### config.mk
export PLATFORM = sky130hd
export DESIGN_NAME = seg7_scan_ctrl_flat
export DESIGN_NICKNAME = d
export VERILOG_FILES = /design/src/rtl/seg7_scan_if.sv /design/src/rtl/seg7_scan_ctrl.sv /design/src/flat_wrapper.sv
export SDC_FILE = /design/constraint.sdc
export NUM_CORES = 1
export LEC_CHECK = 0
export ABC_AREA = 1
export ABC_CLOCK_PERIOD_IN_PS = 2450
export CORE_MARGIN = 10
export CORE_UTILIZATION = 57
export DETAILED_ROUTE_END_ITERATION = 6
export DONT_BUFFER_PORTS = 1
export GPL_TIMING_DRIVEN = 0
export PLACE_DENSITY = 0.82
export RECOVER_POWER = 25
export SETUP_SLACK_MARGIN = 0.02
export SLEW_MARGIN = 20
export SYNTH_ARGS = -nofsm -noshare
export SYNTH_HDL_FRONTEND = slang
export SYNTH_SLANG_ARGS = --single-unit
### constraint.sdc
create_clock -name clk -period 2.45 [get_ports clk]
set_clock_uncertainty 0.2 [all_clocks]
set_input_delay 0.245 -clock clk [delete_from_list [all_inputs] [get_ports clk]]
set_output_delay 0.245 -clock clk [all_outputs]
set_load 0.01 [all_outputs]
### src/rtl/seg7_scan_if.sv
// Load channel and scan outputs of the seven-segment scan controller.
// The controller takes the slave view; the load source takes the master view.
interface seg7_scan_if #(
    parameter int NUM_DIGITS = 8
);
    logic                      ld_valid;
    logic                      ld_ready;
    logic [4*NUM_DIGITS-1:0]   ld_value;
    logic [NUM_DIGITS-1:0]     ld_dp;
    logic                      lz_en;
    logic [3:0]                digit_nib;
    logic                      dp_n;
    logic [NUM_DIGITS-1:0]     an_n;
    logic                      frame_start;

    modport master (
        output ld_valid, ld_value, ld_dp, lz_en,
        input  ld_ready, digit_nib, dp_n, an_n, frame_start
    );

    modport slave (
        input  ld_valid, ld_value, ld_dp, lz_en,
        output ld_ready, digit_nib, dp_n, an_n, frame_start
    );
endinterface

### src/rtl/seg7_scan_ctrl.sv
// Time-multiplexed scan controller for common-anode 7-segment digits: one digit per
// slot, anti-ghost blanking, leading-zero suppression, frame-aligned value updates.
module seg7_scan_ctrl #(
    parameter int NUM_DIGITS = 8,
    parameter int DIV        = 1000,
    parameter int BLANK      = 16
) (
    input  logic       clk,
    input  logic       rst,
    seg7_scan_if.slave bus
);
    localparam int CNT_W = (DIV > 1) ? $clog2(DIV) : 1;
    localparam int IDX_W = (NUM_DIGITS > 1) ? $clog2(NUM_DIGITS) : 1;
    localparam int VAL_W = 4 * NUM_DIGITS;
    localparam logic [CNT_W-1:0] CNT_LAST = CNT_W'(DIV - 1);
    localparam logic [IDX_W-1:0] IDX_LAST = IDX_W'(NUM_DIGITS - 1);

    logic [CNT_W-1:0]      cnt_q, cnt_d;
    logic [IDX_W-1:0]      idx_q, idx_d;
    logic                  run_q;
    logic [VAL_W-1:0]      act_val_q, act_val_d, pend_val_q;
    logic [NUM_DIGITS-1:0] act_dp_q, act_dp_d, pend_dp_q;
    logic                  pend_full_q, pend_full_d;
    logic                  ld_ready, xfer, at_end, commit;
    logic [3:0]            digit_nib_q, digit_nib_d;
    logic                  dp_n_q, dp_n_d;
    logic [NUM_DIGITS-1:0] an_n_q, an_n_d;
    logic                  frame_start_q, frame_start_d;
    logic                  blank, supp;
    logic [3:0]            nib_d [NUM_DIGITS];
    logic [NUM_DIGITS-1:0] hi_zero;

    assign ld_ready = ~pend_full_q & ~rst;
    assign xfer     = bus.ld_valid & ld_ready;
    assign at_end   = run_q && (cnt_q == CNT_LAST) && (idx_q == IDX_LAST);
    assign commit   = at_end & pend_full_q;

    // run_q holds the position at slot 0 / cycle 0 for the first edge after reset,
    // so the first cycle out of reset is the start of a frame.
    always_comb begin
        cnt_d = cnt_q;
        idx_d = idx_q;
        if (run_q) begin
            if (cnt_q == CNT_LAST) begin
                cnt_d = '0;
                idx_d = (idx_q == IDX_LAST) ? '0 : idx_q + IDX_W'(1);
            end else begin
                cnt_d = cnt_q + CNT_W'(1);
            end
        end
    end

    assign act_val_d   = commit ? pend_val_q : act_val_q;
    assign act_dp_d    = commit ? pend_dp_q  : act_dp_q;
    assign pend_full_d = xfer ? 1'b1 : (commit ? 1'b0 : pend_full_q);

    for (genvar gi = 0; gi < NUM_DIGITS; gi++) begin : g_dig
        assign nib_d[gi]   = act_val_d[4*gi +: 4];
        assign hi_zero[gi] = ((act_val_d >> (4*gi)) == '0);
    end

    if (BLANK > 0) begin : g_blank
        assign blank = (cnt_d < CNT_W'(BLANK));
    end else begin : g_noblank
        assign blank = 1'b0;
    end

    // Outputs are computed from the next position and value so the registered
    // copies line up with the cycle they describe.
    always_comb begin
        supp          = bus.lz_en && (idx_d != '0) && hi_zero[idx_d] && !act_dp_d[idx_d];
        digit_nib_d   = nib_d[idx_d];
        dp_n_d        = ~act_dp_d[idx_d];
        frame_start_d = (cnt_d == '0) && (idx_d == '0);
        an_n_d        = '1;
        if (!(blank || supp)) begin
            an_n_d[idx_d] = 1'b0;
        end
    end

    always_ff @(posedge clk) begin
        if (rst) begin
            cnt_q         <= '0;
            idx_q         <= '0;
            run_q         <= 1'b0;
            act_val_q     <= '0;
            act_dp_q      <= '0;
            pend_val_q    <= '0;
            pend_dp_q     <= '0;
            pend_full_q   <= 1'b0;
            digit_nib_q   <= 4'h0;
            dp_n_q        <= 1'b1;
            an_n_q        <= '1;
            frame_start_q <= 1'b0;
        end else begin
            cnt_q         <= cnt_d;
            idx_q         <= idx_d;
            run_q         <= 1'b1;
            act_val_q     <= act_val_d;
            act_dp_q      <= act_dp_d;
            pend_full_q   <= pend_full_d;
            digit_nib_q   <= digit_nib_d;
            dp_n_q        <= dp_n_d;
            an_n_q        <= an_n_d;
            frame_start_q <= frame_start_d;
            if (xfer) begin
                pend_val_q <= bus.ld_value;
                pend_dp_q  <= bus.ld_dp;
            end
        end
    end

    assign bus.ld_ready    = ld_ready;
    assign bus.digit_nib   = digit_nib_q;
    assign bus.dp_n        = dp_n_q;
    assign bus.an_n        = an_n_q;
    assign bus.frame_start = frame_start_q;
endmodule

### src/flat_wrapper.sv
// flat-port wrapper written by rule: the top's interface ports become plain ports
module seg7_scan_ctrl_flat 
#(
    parameter int NUM_DIGITS = 8,
    parameter int DIV        = 1000,
    parameter int BLANK      = 16
)
  (clk, rst, bus_ld_valid, bus_ld_value, bus_ld_dp, bus_lz_en, bus_ld_ready, bus_digit_nib, bus_dp_n, bus_an_n, bus_frame_start);
  seg7_scan_if #(.NUM_DIGITS(NUM_DIGITS)) bus_i ();
  input  logic clk;
  input  logic rst;
  input wire logic [$bits(bus_i.ld_valid)-1:0] bus_ld_valid;
  input wire logic [$bits(bus_i.ld_value)-1:0] bus_ld_value;
  input wire logic [$bits(bus_i.ld_dp)-1:0] bus_ld_dp;
  input wire logic [$bits(bus_i.lz_en)-1:0] bus_lz_en;
  output wire logic [$bits(bus_i.ld_ready)-1:0] bus_ld_ready;
  output wire logic [$bits(bus_i.digit_nib)-1:0] bus_digit_nib;
  output wire logic [$bits(bus_i.dp_n)-1:0] bus_dp_n;
  output wire logic [$bits(bus_i.an_n)-1:0] bus_an_n;
  output wire logic [$bits(bus_i.frame_start)-1:0] bus_frame_start;
  assign bus_i.ld_valid = bus_ld_valid;
  assign bus_i.ld_value = bus_ld_value;
  assign bus_i.ld_dp = bus_ld_dp;
  assign bus_i.lz_en = bus_lz_en;
  assign bus_ld_ready = bus_i.ld_ready;
  assign bus_digit_nib = bus_i.digit_nib;
  assign bus_dp_n = bus_i.dp_n;
  assign bus_an_n = bus_i.an_n;
  assign bus_frame_start = bus_i.frame_start;
  seg7_scan_ctrl #(.NUM_DIGITS(NUM_DIGITS), .DIV(DIV), .BLANK(BLANK)) u_core (.clk(clk), .rst(rst), .bus(bus_i));
endmodule
==> reports/summary.txt <==
Startpoint Class: flip-flop
hold_ws: 0.250 ns
Worst Slack Setup Final: -0.114 ns
Synth Area in Compound Gates: 0.128
vias in the first global route: 4533
TNS Setup: -0.760 ns
largest net degree at the start of global routing: 21
Final Total Pwr: 3.16 mW
status: finished with violations
worst-margin pin slew: 0.658 ns
final setup vio count: 8
crit-path max cell delay: 0.37 ns
Die X: 112 um
I/O Pins: 59
# DRC: 0
GRT Util Overall: 0.214
Die Ht: 112 um
mux cell area share after synthesis: 0
initial antenna violation count: 0
vias per cell: 5.54
Design Area, Final: 6150 um^2
count leader, synth: nand2_1
number of synthesized flops with an enable pin: 0
clock buffer depth: 2
nets@finish: 809
RSZ-0062 raised after global routing: true
FILL cells: 579
worst min-delay path category: in2reg
Post-synth top cells: nand2_1, dfxtp_1, nor2_1
wire per inst: 17.0 um
Leak: 2.53 nW
port buffer count: 0
crit-path most repeated cell: nand2_1
top_reg_cell synth: dfxtp_1
grt ovf: 0
Synth Area in XOR/XNOR: 0
Placer Congestion: 0.922
area fraction of the dominant cell type after synthesis: 0.454
Worst setup EP type: flip-flop
Final period util: 1.05
core box area: 8220 um^2
Final Max Tran Viols: 0
Post-Synth Adder-Cell Area: 0.00781
worst-path cell chain: ha_4 > nand2_4 > nor2_8 > nand4_4 > buf_6 > nand2_4 > nand2_2 > nor2_1 > nand2_1 > nand2_1 > nand2_1 > nor2_1 > nand3_1 > nor2_2 > nand3_4 > nand3_2
peak supply drop: 0.000365 V
sequential share of the synthesized area: 0.454
largest area contributor in the netlist: dfxtp_1
Worst Path Arrival: 2.69 ns
pwr dens: 515 nW/um^2
Final Util: 0.748
drt pass-1 iters: 6
Synth area leaders: dfxtp_1, nand2_1, nor2_1, inv_1, o31ai_1
CTS Buf Count: 9
Netlist cell types: 39
Crit path required time: 2.58 ns
Gate Count Post-Synth: 680
worst skew pair latency: 0.39 ns
HPWL after DPL: 9580 um
die area: 12500 um^2
Crit Path Class: reg2reg
worst-path fanout max: 8
post-synthesis register bit count: 109
CTS Root Cell: clkbuf_8
DP Area: 4940 um^2
row count: 33
via count: 4837
clock sinks: 109
Syn Area/Cell: 7.07 um^2
first-pass GRT wire length: 22200 um
layout cells sized above 1: 0.197
initial drt markers: 414
Mapped Nets: 727
minimum clock period after layout: 2.56 ns
FFs w/ async S/R, synth: 0
Syn Std Cell Area: 4810 um^2
Clock transition at path regs: 0.11 ns
area delta synth->final: 27.9%
routed wire length: 14800 um
starting density of the core: 0.585
Worst path slowest cell: dfxtp_4
# H-tree levels: 3
Reg area: 2200 um^2
final hold violations: 0
max-cap viol count: 0
CTS tree: done
Synth Area in Simple Gates: 0.311
Multi-input gate area: 2450 um^2
Syn. warnings: 0
largest family of logic cells by synthesized area: simple AND/OR/NAND/NOR gates
failing checks: setup timing
Fmax: 390 MHz
Worst slew margin: 0.560
post-route ant nets: 0
[per-stage QoR]
stage / instances / setup slack (ns)
floorplan: 680 / 0.0703
global placement: 785 / -0.479
detailed placement: 785 / -0.499
CTS: 855 / -0.0575
global route: 872 / -0.230
finish: 873 / -0.114
[path summary, 6_finish.rpt]
check / endpoint / slack (ns) / depth (start not counted) / from
worst max-delay path: u_core.bus.an_n[7]$_SDFF_PP1_ / -0.11 / 16 / u_core.cnt_q[1]$_SDFF_PP0_
worst min-delay path: u_core.pend_val_q[9]$_SDFFE_PP0P_ / 0.25 / 3 / bus_ld_valid
worst max register to register: u_core.bus.an_n[7]$_SDFF_PP1_ / -0.11 / 16 / u_core.cnt_q[1]$_SDFF_PP0_
worst min register to register: u_core.act_val_q[31]$_SDFF_PP0_ / 0.28 / 2 / u_core.act_val_q[31]$_SDFF_PP0_
[layer usage]
metal | global-route usage | vias up | part of all wire
li1 | - | 2341 | -
met1 | 0.251 | 2211 | 0.40
met2 | 0.355 | 236 | 0.49
met3 | 0.0666 | 49 | 0.087
met4 | 0.0814 | 0 | 0.030
met5 | 0 | - | 0
[cell families (layout without fill, tap and decap cells)]
logic type                 after synthesis  count (layout)
AOI/OAI and AO/OA                      103             103
adders and majority gates                3               3
buffers and inverters                  121             207
DFF                                    109             109
other                                    0               1
and+or+nand+nor                        344             345
[critical path: cells and delay by family, from the launching register on]
family / cells / cell delay (ns)
flops: 1 / 0.37
buf+inv: 1 / 0.20
simple gates: 14 / 1.56
fa+ha+maj: 1 / 0.16
[timing repair]
action	4_1_cts	5_1_grt
setup endpoints to repair	13	17
pin swaps	14	30
hold endpoints to repair	41	0
cloned	2	0
gates resized for setup	54	51
buffers inserted	12	17
hold buffers	41	0
[cell usage in the layout (no fill, tap or decap), drive strengths merged, types with 4 or more instances in the layout]
| cell | count |
|---|---|
| clkbuf | 32 |
| nor3 | 5 |
| o22ai | 6 |
| buf | 37 |
| or2 | 4 |
| nand2 | 198 |
| clkinv | 5 |
| dfxtp | 109 |
| nand4 | 26 |
| inv | 90 |
| o21ai | 52 |
| o31ai | 24 |
| nor2 | 89 |
| dlygate4sd3 | 41 |
| a21oi | 14 |
| nand3 | 19 |
[layout make-up]
| class | instances | area share |
|---|---|---|
| Inverter | 91 | 0.0580 |
| Buffer | 29 | 0.0262 |
| Sequential cell | 109 | 0.358 |
| Timing Repair Buffer | 71 | 0.105 |
| Multi-Input combinational cell | 451 | 0.398 |
| Tap cell | 105 | 0.0214 |
| Clock buffer | 10 | 0.0224 |
| Clock inverter | 6 | 0.0110 |
| Antenna cell | 1 | 0.000407 |
[state kept, by name (all words and copies together) (netlist names), 3 cells and up]
| name | count |
|---|---|
| u_core.act_dp_q | 8 |
| u_core.bus.digit_nib | 4 |
| u_core.pend_dp_q | 8 |
| u_core.idx_q | 3 |
| u_core.act_val_q | 32 |
| u_core.pend_val_q | 32 |
| u_core.bus.an_n | 8 |
| u_core.cnt_q | 10 |
[where the power goes]
group	internal (mW)	switching [mW]	total, mW	leakage (nW)
combinational	0.0904	0.126	0.217	1.54
clock	0.425	0.677	1.10	0.0966
sequential	1.82	0.0241	1.85	0.891
total	2.34	0.827	3.16	2.53
Power figures use the tool's default switching activity.
